==> src/rtl/clk_div_ctrl_pkg.sv <==
// clk_div_ctrl_pkg -- shared types and constants for the clock-divider
// ratio controller.
//   state_e      : controller FSM state encoding
//   RATIO_W_DEF  : default divide-ratio width
//   SETTLE_W     : width of the settle counter (covers SETTLE_CYC up to 15)
package clk_div_ctrl_pkg;

    localparam int RATIO_W_DEF = 5;
    localparam int SETTLE_W    = 4;

    typedef enum logic [2:0] {
        ST_IDLE,
        ST_GATE,
        ST_LOAD,
        ST_RESUME,
        ST_ACK
    } state_e;

endpackage

==> src/rtl/clk_div_ctrl_rr_arb.sv <==
// clk_div_ctrl_rr_arb -- two-way round-robin selector.
//   clk_i      : block clock
//   rst_i      : asynchronous active-high reset (priority back to requester 0)
//   req_i      : pending requests, one bit per requester
//   advance_i  : a request has been completed; move priority away from it
//   served_i   : one-hot requester that was completed when advance_i is high
//   select_o   : one-hot winner among req_i (zero when nothing requested)
module clk_div_ctrl_rr_arb (
    input  logic       clk_i,
    input  logic       rst_i,
    input  logic [1:0] req_i,
    input  logic       advance_i,
    input  logic [1:0] served_i,
    output logic [1:0] select_o
);

    // 1 = requester 1 wins a tie, 0 = requester 0 wins a tie
    logic prio_q;

    always_comb begin
        select_o = req_i;
        if (&req_i) begin
            select_o = prio_q ? 2'b10 : 2'b01;
        end
    end

    always_ff @(posedge clk_i or posedge rst_i) begin
        if (rst_i) begin
            prio_q <= 1'b0;
        end else if (advance_i) begin
            // Whoever was just served loses the next tie.
            prio_q <= (served_i == 2'b01);
        end
    end

endmodule

==> src/rtl/clk_div_ctrl.sv <==
// clk_div_ctrl -- sequences divide-ratio changes for a clock divider.
// A requester asks for a new ratio; the divider is gated for SETTLE_CYC
// cycles, the ratio is loaded, the divider is re-enabled for SETTLE_CYC
// cycles, then the requester receives a one-cycle grant. A request for the
// ratio already in use is granted without gating.
//   i_clk        : block clock, rising edge
//   i_rst        : asynchronous active-high reset
//   i_req        : level requests, held until grant
//   i_ratio0/1   : ratio requested by requester 0 / 1
//   o_gnt        : one-hot, one-cycle completion pulse
//   o_div_ratio  : ratio driven to the divider
//   o_clk_en     : divider enable
//   o_busy       : high whenever a sequence is in progress
//   o_switch_cnt : (only with CLK_DIV_CTRL_STATUS_EN) saturating count of
//                  completed ratio loads
// Optional feature macro: CLK_DIV_CTRL_STATUS_EN
module clk_div_ctrl
    import clk_div_ctrl_pkg::*;
#(
    parameter int RATIO_W    = RATIO_W_DEF,
    parameter int SETTLE_CYC = 4,
    parameter int RST_RATIO  = 8
) (
    input  logic               i_clk,
    input  logic               i_rst,
    input  logic [1:0]         i_req,
    input  logic [RATIO_W-1:0] i_ratio0,
    input  logic [RATIO_W-1:0] i_ratio1,
    output logic [1:0]         o_gnt,
    output logic [RATIO_W-1:0] o_div_ratio,
    output logic               o_clk_en,
    output logic               o_busy
`ifdef CLK_DIV_CTRL_STATUS_EN
    ,
    output logic [7:0]         o_switch_cnt
`endif
);

    localparam logic [SETTLE_W-1:0]  SETTLE_LAST = SETTLE_W'(SETTLE_CYC - 1);
    localparam logic [RATIO_W-1:0]   RST_VAL     = RATIO_W'(RST_RATIO);

    state_e               state_q;
    logic [SETTLE_W-1:0]  cnt_q;
    logic [RATIO_W-1:0]   pend_q;
    logic [RATIO_W-1:0]   ratio_q;
    logic [1:0]           sel_q;
    logic [1:0]           gnt_q;
    logic                 en_q;
    logic                 busy_q;

    logic [1:0]           arb_sel;
    logic [RATIO_W-1:0]   pick_ratio;

    clk_div_ctrl_rr_arb u_arb (
        .clk_i     (i_clk),
        .rst_i     (i_rst),
        .req_i     (i_req),
        .advance_i (state_q == ST_ACK),
        .served_i  (sel_q),
        .select_o  (arb_sel)
    );

    assign pick_ratio = arb_sel[1] ? i_ratio1 : i_ratio0;

    always_ff @(posedge i_clk or posedge i_rst) begin
        if (i_rst) begin
            state_q <= ST_IDLE;
            cnt_q   <= '0;
            pend_q  <= '0;
            ratio_q <= RST_VAL;
            sel_q   <= '0;
            gnt_q   <= '0;
            en_q    <= 1'b1;
            busy_q  <= 1'b0;
        end else begin
            gnt_q <= '0;
            case (state_q)
                ST_IDLE: begin
                    if (|i_req) begin
                        sel_q  <= arb_sel;
                        pend_q <= pick_ratio;
                        cnt_q  <= '0;
                        busy_q <= 1'b1;
                        if (pick_ratio == ratio_q) begin
                            // Nothing to change: skip gating entirely.
                            state_q <= ST_ACK;
                        end else begin
                            state_q <= ST_GATE;
                            en_q    <= 1'b0;
                        end
                    end
                end
                ST_GATE: begin
                    if (cnt_q == SETTLE_LAST) begin
                        cnt_q   <= '0;
                        state_q <= ST_LOAD;
                    end else begin
                        cnt_q <= cnt_q + SETTLE_W'(1);
                    end
                end
                ST_LOAD: begin
                    ratio_q <= pend_q;
                    en_q    <= 1'b1;
                    state_q <= ST_RESUME;
                end
                ST_RESUME: begin
                    if (cnt_q == SETTLE_LAST) begin
                        cnt_q   <= '0;
                        state_q <= ST_ACK;
                    end else begin
                        cnt_q <= cnt_q + SETTLE_W'(1);
                    end
                end
                ST_ACK: begin
                    // Grant appears the cycle the FSM is back in IDLE.
                    gnt_q   <= sel_q;
                    busy_q  <= 1'b0;
                    state_q <= ST_IDLE;
                end
                default: begin
                    state_q <= ST_IDLE;
                    busy_q  <= 1'b0;
                    en_q    <= 1'b1;
                end
            endcase
        end
    end

    assign o_gnt       = gnt_q;
    assign o_div_ratio = ratio_q;
    assign o_clk_en    = en_q;
    assign o_busy      = busy_q;

`ifdef CLK_DIV_CTRL_STATUS_EN
    // Counts only sequences that actually reloaded the divider.
    logic       via_load_q;
    logic [7:0] sw_cnt_q;
    logic [7:0] sw_cnt_d;

    always_comb begin
        sw_cnt_d = sw_cnt_q;
        if (state_q == ST_ACK && via_load_q && sw_cnt_q != 8'hFF) begin
            sw_cnt_d = sw_cnt_q + 8'd1;
        end
    end

    always_ff @(posedge i_clk or posedge i_rst) begin
        if (i_rst) begin
            via_load_q <= 1'b0;
            sw_cnt_q   <= '0;
        end else begin
            sw_cnt_q <= sw_cnt_d;
            if (state_q == ST_LOAD) begin
                via_load_q <= 1'b1;
            end else if (state_q == ST_IDLE) begin
                via_load_q <= 1'b0;
            end
        end
    end

    assign o_switch_cnt = sw_cnt_q;
`endif

endmodule

==> config.mk <==
export PLATFORM = sky130hd
export DESIGN_NAME = clk_div_ctrl
export DESIGN_NICKNAME = d
export VERILOG_FILES = /design/src/rtl/clk_div_ctrl_pkg.sv /design/src/rtl/clk_div_ctrl_rr_arb.sv /design/src/rtl/clk_div_ctrl.sv
export SDC_FILE = /design/constraint.sdc
export NUM_CORES = 1
export LEC_CHECK = 0
export CAP_MARGIN = 30
export CORE_MARGIN = 2
export CORE_UTILIZATION = 50
export DETAILED_ROUTE_END_ITERATION = 10
export PLACE_DENSITY_LB_ADDON = 0.3
export SYNTH_ARGS = -nofsm -noshare
export SYNTH_HDL_FRONTEND = slang
export SYNTH_SLANG_ARGS = --single-unit
==> constraint.sdc <==
create_clock -name i_clk -period 2.3 [get_ports i_clk]
set_input_delay 0.46 -clock i_clk [delete_from_list [all_inputs] [get_ports i_clk]]
set_output_delay 0.46 -clock i_clk [all_outputs]
set_load 0.02 [all_outputs]
### Word level (Yosys, flattened, before mapping)

Cells that the tools add are included.

* multiply operators: 0
* shift-type cells: 0
* bitwise logic cells: 2
* add/sub/neg operators: 1
* reductions and logical operators: 12
* divide/modulo/power cells: 0
* magnitude comparators: 0
* equal/unequal tests: 11
* muxes and demuxes: 17

Operator list (number)
* $mux 3: 4
* $pmux 3 s4: 1
* $mux 4: 2
* $ne 2x2->1 const B: 4
* $pmux 4 s2: 1
* $reduce_and 2->1: 4
* $eq 3x2->1 const B: 2
* $mux 2: 3
* $reduce_and 3->1: 2
* $reduce_or 3->1: 2
* $eq 5x5->1: 1
* $mux 5: 1
* $add 4x1->4 const B: 1
* $eq 4x2->1 const B: 1
* $pmux 1 s2: 2
* $reduce_or 2->1: 2
* $eq 3x1->1 const B: 1
* $eq 3x3->1 const B: 1
* $logic_not 3->1: 1
* $mux 1: 3
* $eq 2x1->1 const B: 1
* $not 1->1: 2
* $reduce_bool 2->1: 1

* bits in latches: 0
* input bits: 14
* logic and storage cells: 52
* register bits after elaboration: 24
* bits in writable memories: 0
* output and inout bits: 9
* bits in read-only memories: 0
* memories kept: 0

### Logic depth before layout (Yosys ltp)

Gate-level depths: netlist (run 1).

* depth in word-level cells: 7
* mapped depth: 7
* gate-level depth less buffers: 6

### Cells and area by module

A second synthesis (run 1) with hierarchy kept.

* cell total of the unflattened synthesis: 110
* area, all modules: 1172.4 µm²

By module, submodules not included
* clk_div_ctrl: instances 1, seq. area each 578.1 µm², cells an instance 103, area each 1108.6 µm²
* clk_div_ctrl_rr_arb: instances 1, seq. area each 25.0 µm², cells an instance 7, area each 63.8 µm²

### Least setup slack after synthesis (run 1)

No wires, ideal clock.

* path type: input -> register
* start: input i_req[0]
* end: register state_q[0]
* path slack: 0.620 ns
* data required time: 2.176 ns
* arrival: 1.556 ns
* setup time: 0.124 ns
* cell stages on the path: 6
* buffers on the path: 0
* cell sequence: inv_2 -> o21ai_4 -> mux2i_1 -> a2bb2oi_2 -> nand3_2 -> o31a_1

* longest elaborated chain between the ends: 7
* elaborated cells on any way between the ends: 10
* classes of those cells: 2 x eq/ne; 5 x mux; 3 x reduce/logical

RTL lines
* from (decl): RTL line clk_div_ctrl.sv:26 `input logic [1:0] i_req,`
* $reduce_and 2->1: RTL line clk_div_ctrl_rr_arb.sv:22 `if (&req_i) begin`
* $mux 2: RTL line clk_div_ctrl_rr_arb.sv:22
* $mux 5: RTL line clk_div_ctrl.sv:63 `assign pick_ratio = arb_sel[1] ? i_ratio1 : i_ratio0;`
* $eq 5x5->1: RTL line clk_div_ctrl.sv:84 `if (pick_ratio == ratio_q) begin`
* $mux 3: RTL line clk_div_ctrl.sv:84
* $mux 3: RTL line clk_div_ctrl.sv:79 `if (|i_req) begin`
* $pmux 3 s4: RTL line clk_div_ctrl.sv:77 `case (state_q)`
* to (signal assigned): RTL line clk_div_ctrl.sv:86 `state_q <= ST_ACK;`
* to (signal assigned): RTL line clk_div_ctrl.sv:88 `state_q <= ST_GATE;`
* to (signal assigned): RTL line clk_div_ctrl.sv:96 `state_q <= ST_LOAD;`
* to (decl): RTL line clk_div_ctrl.sv:42 `state_e state_q;`

Parallel ways exist; a longest one is shown, timed or not. The select of a mux whose other input is x is not followed.
A chain may end at the register's enable or synchronous reset.

### Worst setup path after layout (run 1)

Ends and elaborated chain as after synthesis.

==> metrics.cfg, run 1 <==
[run_status]
run_status = finished, final reports clean

[route]
detailedRoute.firstPassIterationCount = 4
num_vias = 869
detailed_route_vias_per_instance = 5.331
detailedRoute.firstIterationViolations = 4
remaining_drc_errors = 0
drt-total-wl_um = 2321
routedWlPerCell_um = 14.24
ant_nets = 0

[final_layout]
antenna_diode_instance_count = 0
final_layout_size_suffix_gt1_frac = 0.1704
fin_nets = 151
syn_to_final_growth_pct = 28.07
multi_input_comb_area_sq_um = 510.5
fill_cells = 186
postLayoutCellArea_sq_um = 1461
utilization_of_the_core_after_routing = 0.6670
sequential_cell_area_sq_um = 603.1

[sta]
finalCriticalPeriod_ns = 1.982
worst_slack_ns = 0.3183
report.final.setup_viol = 0
setup_repair_after_global_routing_missed_its_margin = false
timing_hold_violations_final = 0
worst_pin_slew_ns = 0.4734
maxClockFrequency_mhz = 504.6
fin_tns_setup_ns = 0
final-max-slew-violation-count = 0
finClkSkew_ns = 0.001406
final.period_utilization = 0.8616
slew_headroom = 0.6811

[critical_path]
slowest_stage = sky130_fd_sc_hd__clkdlybuf4s50_1
slowest_delay_ns = 0.49
crit_arrival_ns = 2.21
end_kind = register
cp.required_ns = 2.53
crit_chain = clkdlybuf4s50_1, inv_2, o21ai_4, mux2i_1, xor2_1, nand3_2, o31a_1
critPathKind = input port to register
timing.critical_path.from_type = input port
worst-path-max-fanout = 6

[floorplanning]
fp.dieH_um = 51.77
ios = 23
initial_core_util = 0.5208
fp.dieArea_sq_um = 2680
placeableCoreArea_sq_um = 2191
floorplan.die.width_um = 51.77
placement_rows = 17

[worst_hold_path]
worst_hold_path_type = input port to async pin

[power_and_ir_drop]
powerDensity_nw_per_um2 = 1245
power.ir.vdd_worst_mv = 0.7390
static-leakage-power_nw = 0.6799
finalPower_mw = 1.820

[clock_tree]
clk_latency_ns = 0.32
tritoncts_sinks = 24
post_cts_hold_buffer_count = 0
cts_tree = yes
cts_post_setup_buffers_inserted = 0
clk_transition_reported_paths_ns = 0.13
cts_root_buf = sky130_fd_sc_hd__clkbuf_4
number_of_instances_resized_during_post_cts_repair = 0
number_of_cts_inserted_buffers = 3
htree_levels = 1
cts_buffer_depth = 2

[logic_synthesis]
synth_cells = 107
synth.net_count = 122
postSynthRegisterBits = 24
synth_edf_count = 0
yosys_warn_count = 0
yosysSeqAreaShare = 0.5285
count_of_unique_library_cells_instantiated_by_yosys = 31
synth-async-reset-ratio = 1.000
combined_area_of_all_synthesized_cells_sq_um = 1141
synth.avg_cell_area_sq_um = 10.66
synth_top_flop_cell = sky130_fd_sc_hd__dfrtp_1

[placed_design]
postPlaceCellArea_sq_um = 1425
detailedPlacementHpwl_um = 1727
gp_congestion = 0.7298
io_buffer_count = 22
post-place-ws_ns = -0.03404

[global_routing]
globalRouteOverflowTotal = 0
number_of_antenna_violations_at_the_first_check_in_global_routing = 0
gr-usage-all-layers = 0.1977
first_pass_grt_wire_length_um = 3905
maximum_number_of_pins_on_one_net_before_global_route_repair = 25
grt_pass1_vias = 886

[run]
drv_cap = 0

==> flip-flops by register name (all words and copies together) (netlist names) <==
| register | cells |
|---|---|
| o_div_ratio | 5 |
| cnt_q | 4 |
| sel_q | 2 |
| pend_q | 5 |
| o_clk_en | 1 |
| o_gnt | 2 |
| u_arb.prio_q | 1 |
| o_busy | 1 |
| state_q | 3 |
==> Yosys cell counts, drive strengths merged (2+ instances only) <==
| master | count | area (sq um) |
|---|---|---|
| nor3 | 2 | 10.01 |
| nand2 | 15 | 56.30 |
| a2bb2oi | 2 | 30.03 |
| nand2b | 4 | 25.02 |
| dfstp | 2 | 52.55 |
| o31ai | 2 | 15.01 |
| clkbuf | 3 | 11.26 |
| o21ai | 15 | 86.33 |
| mux2i | 5 | 50.05 |
| mux2 | 5 | 56.30 |
| nand3 | 4 | 25.02 |
| xor2 | 4 | 35.03 |
| nor2 | 5 | 18.77 |
| and3 | 3 | 18.77 |
| inv | 3 | 11.26 |
| dfrtp | 22 | 550.5 |
==> path summary, 6_finish.rpt <==
path | startpoint | endpoint | slack [ns] | cells after the start
worst max-delay path | i_req[0] | state_q[0] | 0.32 | 7
worst min-delay path | i_rst | pend_q[2] | 0.46 | 3
worst max register to register | u_arb.prio_q | state_q[0] | 0.51 | 5
worst min register to register | pend_q[3] | pend_q[3] | 0.50 | 2
max in group asynchronous | i_rst | o_div_ratio[3] | 1.55 | 3
min in group i_clk | pend_q[3] | pend_q[3] | 0.50 | 2
==> logic make-up after synthesis <==
kind of cell    Yosys count  share of synthesized area
compound gates           24                     0.1480
flops                    24                     0.5285
fa+ha+maj                 1                    0.01096
mux                      10                    0.09320
xor+xnor                  4                    0.03070
buf+inv                   7                    0.02412
simple gates             37                     0.1645
==> layer usage <==
| metal | global-route usage | up-vias | wire length (um) |
|---|---|---|---|
| li1 | - | 427 | - |
| met1 | 0.2477 | 420 | 1054 |
| met2 | 0.3333 | 18 | 1164 |
| met3 | 0.02874 | 4 | 69 |
| met4 | 0.09649 | 0 | 34 |
| met5 | 0 | - | 0 |
==> where the power goes <==
| group | internal [mW] | leakage [nW] | switching (mW) |
|---|---|---|---|
| Sequential | 0.605 | 0.298 | 0.175 |
| Combinational | 0.398 | 0.361 | 0.414 |
| Clock | 0.0969 | 0.0210 | 0.132 |
==> layout make-up <==
cell class                 instances  share of cell area
clock buffer                       4             0.02483
multi-input combinational         76              0.3493
inverter                           3            0.007705
timing repair buffer              28              0.1815
sequential                        24              0.4127
tap                               28             0.02397
==> worst max-delay path: cells and delay by family <==
kind                      cells  cell delay, ns
AOI/OAI and AO/OA             2            0.56
buffers and inverters         2            0.54
muxes                         1            0.30
xor gates and xnor gates      1            0.23
and+or+nand+nor               1            0.12
==> metrics by stage <==
step,cells,hold slack (ns)
2_1_floorplan,107,0.4444
3_3_place_gp,159,0.4661
3_5_place_dp,159,0.4685
4_1_cts,163,0.4763
5_1_grt,163,0.4994
6_report,163,0.4633
==> cell usage in the layout, fill, tap and decap left out, types with 4 or more instances in the layout <==
cell / count
sky130_fd_sc_hd__clkdlybuf4s50_1: 22
sky130_fd_sc_hd__nor2_1: 5
sky130_fd_sc_hd__xor2_1: 4
sky130_fd_sc_hd__nand2_1: 15
sky130_fd_sc_hd__mux2i_1: 5
sky130_fd_sc_hd__mux2_2: 5
sky130_fd_sc_hd__buf_4: 6
sky130_fd_sc_hd__dfrtp_1: 22
sky130_fd_sc_hd__o21ai_0: 13
sky130_fd_sc_hd__nand2b_1: 4
Power figures use the tool's default switching activity.
==> run 2, diff against run 1 <==
--- a/config.mk
+++ b/config.mk
@@ -8,6 +8,7 @@
 export CAP_MARGIN = 30
 export CORE_MARGIN = 2
 export CORE_UTILIZATION = 50
+export CTS_CLUSTER_DIAMETER = 60
 export DETAILED_ROUTE_END_ITERATION = 10
 export PLACE_DENSITY_LB_ADDON = 0.3
 export SYNTH_ARGS = -nofsm -noshare
==> results of run 2 <==
No change in the layout: final DEF, timing and power equal those of run 1.
==> run 3, diff against run 2 <==
--- a/config.mk
+++ b/config.mk
@@ -8,7 +8,7 @@
 export CAP_MARGIN = 30
 export CORE_MARGIN = 2
 export CORE_UTILIZATION = 50
-export CTS_CLUSTER_DIAMETER = 60
+export CTS_CLUSTER_DIAMETER = 30
 export DETAILED_ROUTE_END_ITERATION = 10
 export PLACE_DENSITY_LB_ADDON = 0.3
 export SYNTH_ARGS = -nofsm -noshare
==> results of run 3 <==
No change in the layout: final DEF, timing and power equal those of run 1.
